$ cat src/rtl/core_pipe_pkg.sv
`default_nettype none
// ============================================================================
// Module  : core_pipe_pkg
// Purpose : Definitions shared by the pipeline stage registers and by the
//           stages that pack or unpack their payloads. This includes the stage
//           state encoding, the MEM->WB bundle width and the field offsets
//           inside that bundle.
// Ports   : none (package)
// Rev     : 1.0  initial release
// ============================================================================
package core_pipe_pkg;

    typedef enum logic [1:0] {
        EMPTY = 2'd0,
        ONE   = 2'd1,
        TWO   = 2'd2
    } stage_state_t;

    // MEM->WB bundle, MSB->LSB: {ALUResult, ReadData, Rd, ResultSrc, RegWrite}
    localparam int MEMWB_W      = 71;
    localparam int MEMWB_CTRL_W = 2;

    localparam int MEMWB_REGWRITE_LSB  = 0;
    localparam int MEMWB_REGWRITE_W    = 1;
    localparam int MEMWB_RESULTSRC_LSB = 1;
    localparam int MEMWB_RESULTSRC_W   = 1;
    localparam int MEMWB_RD_LSB        = 2;
    localparam int MEMWB_RD_W          = 5;
    localparam int MEMWB_READDATA_LSB  = 7;
    localparam int MEMWB_READDATA_W    = 32;
    localparam int MEMWB_ALURESULT_LSB = 39;
    localparam int MEMWB_ALURESULT_W   = 32;

endpackage : core_pipe_pkg
`default_nettype wire

$ cat src/rtl/pipe_stage_reg.sv
`default_nettype none
// ============================================================================
// Module  : pipe_stage_reg
// Purpose : Pipeline stage register with a valid/ready handshake, a
//           synchronous flush and an optional two-entry skid buffer.
//           The low CTRL_W payload bits are control enables. They are
//           forced to zero whenever no payload is presented, so that a
//           bubble can never write architectural state.
// Ports   : clk        - rising-edge clock
//           rst_n      - asynchronous active-low reset
//           flush      - synchronous kill of held and incoming payloads
//           in_valid   - upstream payload available
//           in_ready   - stage accepts a payload this cycle
//           in_data    - upstream payload [DATA_W-1:0]
//           out_valid  - payload presented downstream
//           out_ready  - downstream consumes this cycle
//           out_data   - presented payload, control LSBs masked when idle
// Rev     : 1.0  initial release
// ============================================================================
module pipe_stage_reg
    import core_pipe_pkg::*;
#(
    parameter int DATA_W = MEMWB_W,
    parameter int CTRL_W = MEMWB_CTRL_W,
    parameter bit SKID   = 1'b1
) (
    input  logic              clk,
    input  logic              rst_n,
    input  logic              flush,
    input  logic              in_valid,
    output logic              in_ready,
    input  logic [DATA_W-1:0] in_data,
    output logic              out_valid,
    input  logic              out_ready,
    output logic [DATA_W-1:0] out_data
);

    // Ones in the CTRL_W least-significant bits. The shift-then-subtract form
    // also covers the CTRL_W == 0 and CTRL_W == DATA_W cases.
    localparam logic [DATA_W-1:0] CTRL_MASK = (DATA_W'(1) << CTRL_W) - DATA_W'(1);

    stage_state_t      state_q, state_d;
    logic [DATA_W-1:0] main_q,  main_d;
    logic              in_fire, out_fire;

    assign in_fire   = in_valid  & in_ready;
    assign out_fire  = out_valid & out_ready;
    assign out_valid = (state_q != EMPTY);
    assign out_data  = out_valid ? main_q : (main_q & ~CTRL_MASK);

    generate
        if (SKID) begin : g_skid
            logic [DATA_W-1:0] skid_q, skid_d;

            // The ready signal depends only on the state register, so there is
            // no combinational path from out_ready to in_ready.
            assign in_ready = (state_q != TWO);

            always_comb begin
                state_d = state_q;
                main_d  = main_q;
                skid_d  = skid_q;
                case (state_q)
                    EMPTY: begin
                        if (in_fire) begin
                            state_d = ONE;
                            main_d  = in_data;
                        end
                    end
                    ONE: begin
                        if (in_fire && out_fire) begin
                            main_d = in_data;
                        end else if (in_fire) begin
                            state_d = TWO;
                            skid_d  = in_data;
                        end else if (out_fire) begin
                            state_d = EMPTY;
                        end
                    end
                    TWO: begin
                        // in_ready is 0 in this state, so only a drain can occur.
                        if (out_fire) begin
                            state_d = ONE;
                            main_d  = skid_q;
                        end
                    end
                    default: state_d = EMPTY;
                endcase
                // Flush overrides every transition. An out_fire in the same
                // cycle has already been delivered.
                if (flush) begin
                    state_d = EMPTY;
                end
            end

            always_ff @(posedge clk or negedge rst_n) begin
                if (!rst_n) begin
                    state_q <= EMPTY;
                    main_q  <= '0;
                    skid_q  <= '0;
                end else begin
                    state_q <= state_d;
                    main_q  <= main_d;
                    skid_q  <= skid_d;
                end
            end
        end else begin : g_noskid
            assign in_ready = !out_valid || out_ready;

            always_comb begin
                state_d = state_q;
                main_d  = main_q;
                if (in_fire) begin
                    state_d = ONE;
                    main_d  = in_data;
                end else if (out_fire) begin
                    state_d = EMPTY;
                end
                if (flush) begin
                    state_d = EMPTY;
                end
            end

            always_ff @(posedge clk or negedge rst_n) begin
                if (!rst_n) begin
                    state_q <= EMPTY;
                    main_q  <= '0;
                end else begin
                    state_q <= state_d;
                    main_q  <= main_d;
                end
            end
        end
    endgenerate

endmodule : pipe_stage_reg
`default_nettype wire
$ cat config.mk
export PLATFORM = sky130hd
export DESIGN_NAME = pipe_stage_reg
export DESIGN_NICKNAME = d
export VERILOG_FILES = /design/src/rtl/core_pipe_pkg.sv /design/src/rtl/pipe_stage_reg.sv
export SDC_FILE = /design/constraint.sdc
export NUM_CORES = 1
export LEC_CHECK = 0
export ABC_AREA = 1
export CAP_MARGIN = 20
export CORE_ASPECT_RATIO = 2
export CORE_MARGIN = 2
export CORE_UTILIZATION = 33
export DETAILED_ROUTE_END_ITERATION = 10
export PLACE_DENSITY = 0.66
export SETUP_SLACK_MARGIN = 0.2
export SYNTH_ARGS = -nofsm -noshare
export SYNTH_HDL_FRONTEND = slang
export SYNTH_SLANG_ARGS = --single-unit
$ cat constraint.sdc
create_clock -name clk -period 3.55 [get_ports clk]
set_input_delay 0.5325 -clock clk [delete_from_list [all_inputs] [get_ports clk]]
set_output_delay 0.5325 -clock clk [all_outputs]
set_load 0.02 [all_outputs]
==> results of run 1 <==
==> synthesized netlist by cell type <==
| cell type | n |
|---|---|
| inv_1 | 77 |
| inv_2 | 3 |
| nand4_1 | 1 |
| o21ai_0 | 83 |
| o21ai_4 | 1 |
| buf_2 | 33 |
| nor2_1 | 30 |
| dfrtp_1 | 144 |
| a21oi_1 | 27 |
| nand4_2 | 1 |
| nand2_1 | 335 |
| nor3_1 | 2 |
| o21ai_1 | 35 |
| buf_1 | 2 |
| buf_4 | 71 |
| buf_6 | 2 |
| clkbuf_1 | 5 |
| nand3_1 | 3 |
==> worst paths after layout <==
path	startpoint	end	slack [ns]
max in group asynchronous	rst_n	g_skid.skid_q[59]	2.61
max	state_q[0]	out_valid	1.14
min in group clk	main_q[48]	main_q[48]	0.48
max reg2reg	state_q[0]	main_q[6]	1.46
min	rst_n	main_q[11]	0.11
min reg2reg	main_q[48]	main_q[48]	0.48
==> critical path: cells and delay by family (launching register included) <==
family	cells	cell delay (ns)
buffers and inverters	2	0.65
and+or+nand+nor	1	0.35
DFF	1	0.47
==> area by class of cell <==
cell class                      instances  area (sq um)  share of cell area, %
Sequential cell                       144          3603                  41.73
Multi-Input combinational cell        518          2167                  25.09
Timing Repair Buffer                  156          1580                  18.30
Clock buffer                           20         466.7                  5.404
Tap cell                              266         332.8                  3.854
Inverter                               80         300.3                  3.477
Clock inverter                         11         185.2                  2.144
==> registers in the layout (all words and copies together) (netlist names) <==
name / flops
g_skid.skid_q: 71
main_q: 71
state_q: 2
==> cells by family (layout without fill, tap and decap cells) <==
kind of cell           count (synthesis)  count (layout)  synth area share, %
AND/OR/NAND/NOR                      372             372                20.77
flip-flops                           144             144                52.94
AO/OA/AOI/OAI                        146             146                10.90
buffers and inverters                193             267                15.39
==> power by group <==
group / switching [mW] / internal [mW] / total (mW)
combinational: 1.03 / 0.812 / 1.84
sequential: 0.314 / 2.27 / 2.58
clock: 0.689 / 1.29 / 1.98
==> routing by layer <==
metal,vias up,part of all wire (%),global-route usage [%]
met5,-,0,0
met1,2394,39,16.61
met4,0,4.6,8.666
met2,106,53,27.10
li1,2677,-,-
met3,34,3.9,3.744
==> impl_metrics.toml, run 1 <==
[die]
rows = 74
die_h_microns = 207.1
ios = 149
core_area_sq_mm = 0.02037
die_area_sq_mm = 0.02186
die_w_microns = 105.6
initial_core_util_pct = 33.42

[worst_setup_path]
crit_chain = "nor2_1 > inv_1 > clkdlybuf4s50_1"
cp_slowest_cell = "clkdlybuf4s50_1"
endpoint_kind = "output pin"
path_max_fanout = 6
worstSetupPathType = "reg -> out"
critPathLaunchType = "flip-flop"
critPathRequiredTime_ns = 3.02
slowest_delay_ns = 0.55
arrival_ns = 1.88
reg2regPathDepth = 8

[yosys]
syn_area_sq_mm = 0.006807
synth.avg_cell_area_sq_um = 7.961
yosysWarnings = 0
synth.area.top_cells = "dfrtp_1 (53%), nand2_1 (18%), buf_4 (7.8%), o21ai_0 (6.1%), inv_1 (4.2%)"
synthCells = 855
synth_top_area_cell = "dfrtp_1"
synth-seq-cells = 144
synth_fp_nets = 931
ys_types = 18
netlist.area_leader.share_pct = 52.94
seq_area_frac_synth_pct = 52.94

[cts]
clockRootBuffer = "clkbuf_16"
clk_pin_slew_ns = 0.06
postCtsResizedCells = 0
cts_tree = "yes"
cts.sink_count = 144
cts_setup_buffers = 0
clock_latency_ns = 0.41
htreeDepth = 4
cts-hold-fix-buffers = 0
clockBufferDepth = 2
numCtsBuffers = 17

[routing]
postRouteAntennaNets = 0
drt_iter0_markers = 201
drt-total-wl_microns = 15940
wl_per_cell_microns = 13.34
route.vias.total = 5211
drcViolationCount = 0
dr.pass1.iters = 4
routed_via_density = 4.361

[placement]
gp_congestion = 0.8088
place_hpwl_microns = 10550
dp.cells = 1164
placed_cell_area_sq_mm = 0.007984
dp_slack_ns = 0.9909
portBuffers = 148

[timing]
fin_crit_ns = 2.408
fin_crit_sh_pct = 67.83
worstMarginPinSlew_ns = 0.7855
whs_ns = 0.1137
finalHoldViolations = 0
timing.fmax_ghz = 0.4153
fin_ws_ns = 1.142
rsz0062_at_grt = "false"
setup_violations = 0
slew_headroom_pct = 47.64
final-max-slew-violation-count = 0
finalClockSkew_ns = 0.005059
setup-tns-final_ns = 0

[flow_run]
drv_cap = 0

[grt]
grt_pass1_wl_microns = 26320
grt.overflow.total = 0
grt_start_max_net_pins = 94
grt_pass1_vias = 5114
antenna_found_initial = 0
grt_util_all_layers_pct = 15.40

[final_layout]
nets = 993
fin_area_sq_mm = 0.008636
diodes = 0
stdcell_count = 1195
nFillCells = 2023
drive_gt1_share_pct = 4.952
fin_util_pct = 42.40
syn_to_final_growth_pct = 26.87
mostFrequentLayoutCell = "nand2_1"
layout_common_cells = "nand2_1 (334), clkdlybuf4s50_1 (147), dfrtp_1 (144)"

[power_and_ir_drop]
ir_worst_vdd_mv = 0.2761
finalPower_mw = 6.405
leakagePower_nw = 4.299
p_per_area_mw_per_mm2 = 741.6

[status]
outcome = "completed"

[min_path]
hp-class = "in -> async"
Note: power is estimated with default switching activity, not from simulation.
==> inputs of run 2 (changes only) <==
==> constraint.sdc (replaced) <==
create_clock -name clk -period 2.52 [get_ports clk]
set_input_delay 0.378 -clock clk [delete_from_list [all_inputs] [get_ports clk]]
set_output_delay 0.378 -clock clk [all_outputs]
set_load 0.02 [all_outputs]
==> impl_metrics.toml, run 2 (synthesis gave the netlist of run 1 again) <==
[routing]
wl_per_cell_microns = 13.33
drt_iter0_markers = 206
dr.pass1.iters = 5
drt-total-wl_microns = 16020
drcViolationCount = 0
postRouteAntennaNets = 0
routed_via_density = 4.392
route.vias.total = 5279

[die]
ios = 149
die_w_microns = 105.6
rows = 74
die_h_microns = 207.1
core_area_sq_mm = 0.02037
die_area_sq_mm = 0.02186
initial_core_util_pct = 33.42

[worst_setup_path]
critPathRequiredTime_ns = 2.14
critPathLaunchType = "flip-flop"
crit_chain = "nor2_2 > nor2_1 > clkdlybuf4s50_1"
path_max_fanout = 6
endpoint_kind = "output pin"
worstSetupPathType = "reg -> out"
slowest_delay_ns = 0.61
cp_slowest_cell = "clkdlybuf4s50_1"
cp_top_family = "buffers and inverters"
arrival_ns = 1.76
crit_buf_inv = 1

[timing]
fin_crit_sh_pct = 84.94
final-max-slew-violation-count = 0
fin_ws_ns = 0.3795
finalClockSkew_ns = 0.009934
slew_headroom_pct = 55.68
finalHoldViolations = 0
setup_violations = 0
setup-tns-final_ns = 0
worstMarginPinSlew_ns = 0.6648
rsz0062_at_grt = "false"
timing.fmax_ghz = 0.4672
fin_crit_ns = 2.141

[placement]
placed_cell_area_sq_mm = 0.008019
gp_congestion = 0.8178
dp_slack_ns = 0.5154
place_hpwl_microns = 10510
portBuffers = 148

[final_layout]
top_regs = "g_skid.skid_q: 71 flops, main_q: 71 flops, state_q: 2 flops"
mostFrequentLayoutCell = "nand2_1"
fin_util_pct = 42.42
nets = 997
layout_common_cells = "nand2_1 (334), clkdlybuf4s50_1 (146), dfrtp_1 (144)"
fin_area_sq_mm = 0.008641
syn_to_final_growth_pct = 26.95
drive_gt1_share_pct = 5.353

[grt]
grt.overflow.total = 0
antenna_found_initial = 2
grt_start_max_net_pins = 89
grt_pass1_vias = 5241
grt_util_all_layers_pct = 15.54
grt_pass1_wl_microns = 26670

[cts]
cts_tree = "yes"
clockRootBuffer = "clkbuf_16"
clockBufferDepth = 2
numCtsBuffers = 17
clk_pin_slew_ns = 0.06
clock_latency_ns = 0.42
htreeDepth = 4
cts.sink_count = 144
cts_setup_buffers = 0

[power_and_ir_drop]
ir_worst_vdd_mv = 0.3887
leakagePower_nw = 4.280
p_per_area_mw_per_mm2 = 1022
finalPower_mw = 8.829

[flow_run]
drv_cap = 0

[status]
outcome = "completed"

[min_path]
hp-class = "reg -> reg"
run 2: area by class of cell:
class,count,area [sq um]
sequential,144,3603
fill,2098,11730
multi-input combinational,518,2170
clock buffer,19,442.9
inverter,80,300.3
timing repair buffer,160,1624
clock inverter,13,162.7
antenna,2,5.005
tap,266,332.8
run 2: stage by stage:
step | hold WS [ns] | std cells
6_report | 0.4759 | 1202
5_1_grt | 0.4967 | 1202
4_1_cts | 0.4805 | 1200
3_5_place_dp | 0.4423 | 1167
3_3_place_gp | 0.4340 | 1167
2_1_floorplan | 0.08241 | 855
run 2: timing repair:
action	in CTS	in global routing
hold endpoints to repair	34	0
hold buffers	1	0
endpoints found under the setup margin	1	2
gates resized for setup	1	1
run 2: worst register-to-register path, stage by stage, from the launching register on:
cell	delay, ns
dfrtp_1	0.49
inv_2	0.09
nand2_2	0.29
nand2_1	0.17
o21ai_4	0.10
buf_4	0.42
nand2_1	0.12
nand2_1	0.08
run 2: metal layers:
metal	vias up	part of all wire (%)	global-route usage (%)	routed length [microns]
met2	117	53	27.76	8495
met4	0	3.4	7.668	537
met5	-	0	0	0
met1	2450	40	17.38	6472
met3	24	3.2	2.989	515
li1	2688	-	-	-
run 2: power by group:
part / switching (mW) / internal [mW] / leakage, nW
clock: 1.01 / 1.58 / 0.278
combinational: 1.45 / 1.15 / 2.26
sequential: 0.439 / 3.19 / 1.74
run 2: worst paths after layout:
kind / startpoint / to / slack [ns] / depth (start not counted)
worst min register to register: main_q[23] / main_q[23] / 0.48 / 2
max in group asynchronous: rst_n / main_q[7] / 1.32 / 3
min in group asynchronous: rst_n / g_skid.skid_q[8] / 0.53 / 2
worst min-delay path: main_q[23] / main_q[23] / 0.48 / 2
worst max-delay path: state_q[0] / out_data[1] / 0.38 / 3
worst max register to register: state_q[0] / main_q[70] / 0.69 / 7
==> inputs of run 3 (changes only) <==
--- a/config.mk
+++ b/config.mk
@@ -11,7 +11,7 @@
 export CORE_MARGIN = 2
 export CORE_UTILIZATION = 33
 export DETAILED_ROUTE_END_ITERATION = 10
-export PLACE_DENSITY = 0.66
+export PLACE_DENSITY = 0.68
 export SETUP_SLACK_MARGIN = 0.2
 export SYNTH_ARGS = -nofsm -noshare
 export SYNTH_HDL_FRONTEND = slang
==> constraint.sdc (replaced) <==
create_clock -name clk -period 1.9 [get_ports clk]
set_input_delay 0.285 -clock clk [delete_from_list [all_inputs] [get_ports clk]]
set_output_delay 0.285 -clock clk [all_outputs]
set_load 0.02 [all_outputs]
==> impl_metrics.toml, run 3 (synthesis gave the netlist of run 1 again) <==
[final_layout]
diodes = 0
multiInputGateArea_sq_mm = 0.002175
fin_util_pct = 43.28
top_regs = "g_skid.skid_q: 71 flops, main_q: 71 flops, state_q: 2 flops"
register_area_sq_mm = 0.003606
drive_gt1_share_pct = 6.999
nets = 1006
layout_common_cells = "nand2_1 (334), dfrtp_1 (142), clkdlybuf4s50_1 (93)"
nFillCells = 2059
fin_area_sq_mm = 0.008816
mostFrequentLayoutCell = "nand2_1"
syn_to_final_growth_pct = 29.52

[timing]
rsz0062_at_grt = "false"
finalClockSkew_ns = 0.005741
fin_crit_ns = 1.667
final-max-slew-violation-count = 0
timing.fmax_ghz = 0.6000
setup_violations = 0
setup-tns-final_ns = 0
worstMarginPinSlew_ns = 0.4528
whs_ns = 0.3538
fin_ws_ns = 0.2334
slew_headroom_pct = 69.81
finalHoldViolations = 0
fin_crit_sh_pct = 87.72

[power_and_ir_drop]
p_sw_mw = 3.865
ir_worst_vdd_mv = 0.5376
p_per_area_mw_per_mm2 = 1337
clock_power_share_pct = 30.4
pwr-share-comb_pct = 28.9
leakagePower_nw = 4.684
p_sw_share_pct = 32.78
power_frac_seq_pct = 40.7
internal_power_mw = 7.925

[cts]
cts_tree = "yes"
clock_latency_ns = 0.41
clockRootBuffer = "clkbuf_16"
clk_pin_slew_ns = 0.06
numCtsBuffers = 17
cts.sink_count = 144
clockBufferDepth = 2
htreeDepth = 4

[grt]
antenna_found_initial = 0
grt.overflow.total = 0
grt_pass1_vias = 5284
grt_util_all_layers_pct = 15.42
grt_start_max_net_pins = 57
grt_pass1_wl_microns = 26620

[placement]
portBuffers = 148
gp_congestion = 0.8195
place_hpwl_microns = 11210
dp_slack_ns = 0.1585
placed_cell_area_sq_mm = 0.008139

[worst_setup_path]
critPathLaunchType = "flip-flop"
worstSetupPathType = "reg -> out"
cp_top_family = "buffers and inverters"
endpoint_kind = "output pin"
crit_chain = "clkdlybuf4s50_1"
arrival_ns = 1.38
slowest_delay_ns = 0.62
cp_slowest_cell = "clkdlybuf4s50_1"
crit_buf_inv = 1
path_max_fanout = 2
critPathRequiredTime_ns = 1.62

[min_path]
hp-class = "in -> async"

[routing]
drcViolationCount = 0
drt-total-wl_microns = 16240
route.vias.total = 5355
drt_iter0_markers = 281
routed_via_density = 4.429
postRouteAntennaNets = 0
dr.pass1.iters = 6
wl_per_cell_microns = 13.44

[die]
ios = 149
die_w_microns = 105.6
die_h_microns = 207.1
initial_core_util_pct = 33.42
core_area_sq_mm = 0.02037
rows = 74
die_area_sq_mm = 0.02186

[status]
outcome = "completed"

[flow_run]
drv_cap = 0
## run 3: metal layers
metal / vias up / share of wire, % / track usage [%]
li1: 2704 / - / -
met1: 2509 / 39 / 16.93
met2: 113 / 53 / 27.32
met3: 29 / 3.3 / 3.021
met4: 0 / 4.3 / 8.711
met5: - / 0 / 0
## run 3: what timing repair did
action,4_1_cts,5_1_grt
hold endpoints to repair,38,0
setup endpoints to repair,33,26
gates cloned,0,0
setup buffers,2,1
pin swaps,1,1
hold buffers,1,0
resized for setup,41,28
## run 3: through the flow
stage / power [mW] / cells
after global routing: 12.58 / 1209
final: 11.79 / 1209
after detailed placement: 8.457 / 1173
after global placement: 8.341 / 1173
after floorplan: 7.351 / 855
after CTS: 12.00 / 1208
## run 3: path summary, 6_finish.rpt
| path | startpoint | to | slack [ns] | cells past startpoint |
|---|---|---|---|---|
| worst max register to register | state_q[0] | main_q[10] | 0.37 | 7 |
| worst min-delay path | rst_n | main_q[11] | 0.35 | 2 |
| worst min register to register | main_q[63] | main_q[63] | 0.47 | 2 |
| worst max-delay path | main_q[69] | out_data[69] | 0.23 | 1 |
| max in group asynchronous | rst_n | state_q[1] | 0.96 | 3 |
| min in group clk | in_data[34] | g_skid.skid_q[34] | 0.44 | 3 |
## run 3: final cells by class
cell class / instances / area share [%]
Timing Repair Buffer: 169 / 20.01
Multi-Input combinational cell: 518 / 24.67
Clock inverter: 13 / 2.086
Clock buffer: 19 / 5.138
Sequential cell: 144 / 40.90
Tap cell: 266 / 3.775
Inverter: 80 / 3.420
## run 3: power by group through the flow
| stage | registers (mW) | logic, mW | clock network (mW) |
|---|---|---|---|
| after floorplan | 4.69 | 2.66 | 0 |
| after global placement | 4.83 | 3.51 | 0 |
| after detailed placement | 4.86 | 3.60 | 0 |
| after CTS | 4.82 | 3.50 | 3.69 |
| after global routing | 4.95 | 3.80 | 3.84 |
| final | 4.80 | 3.40 | 3.59 |
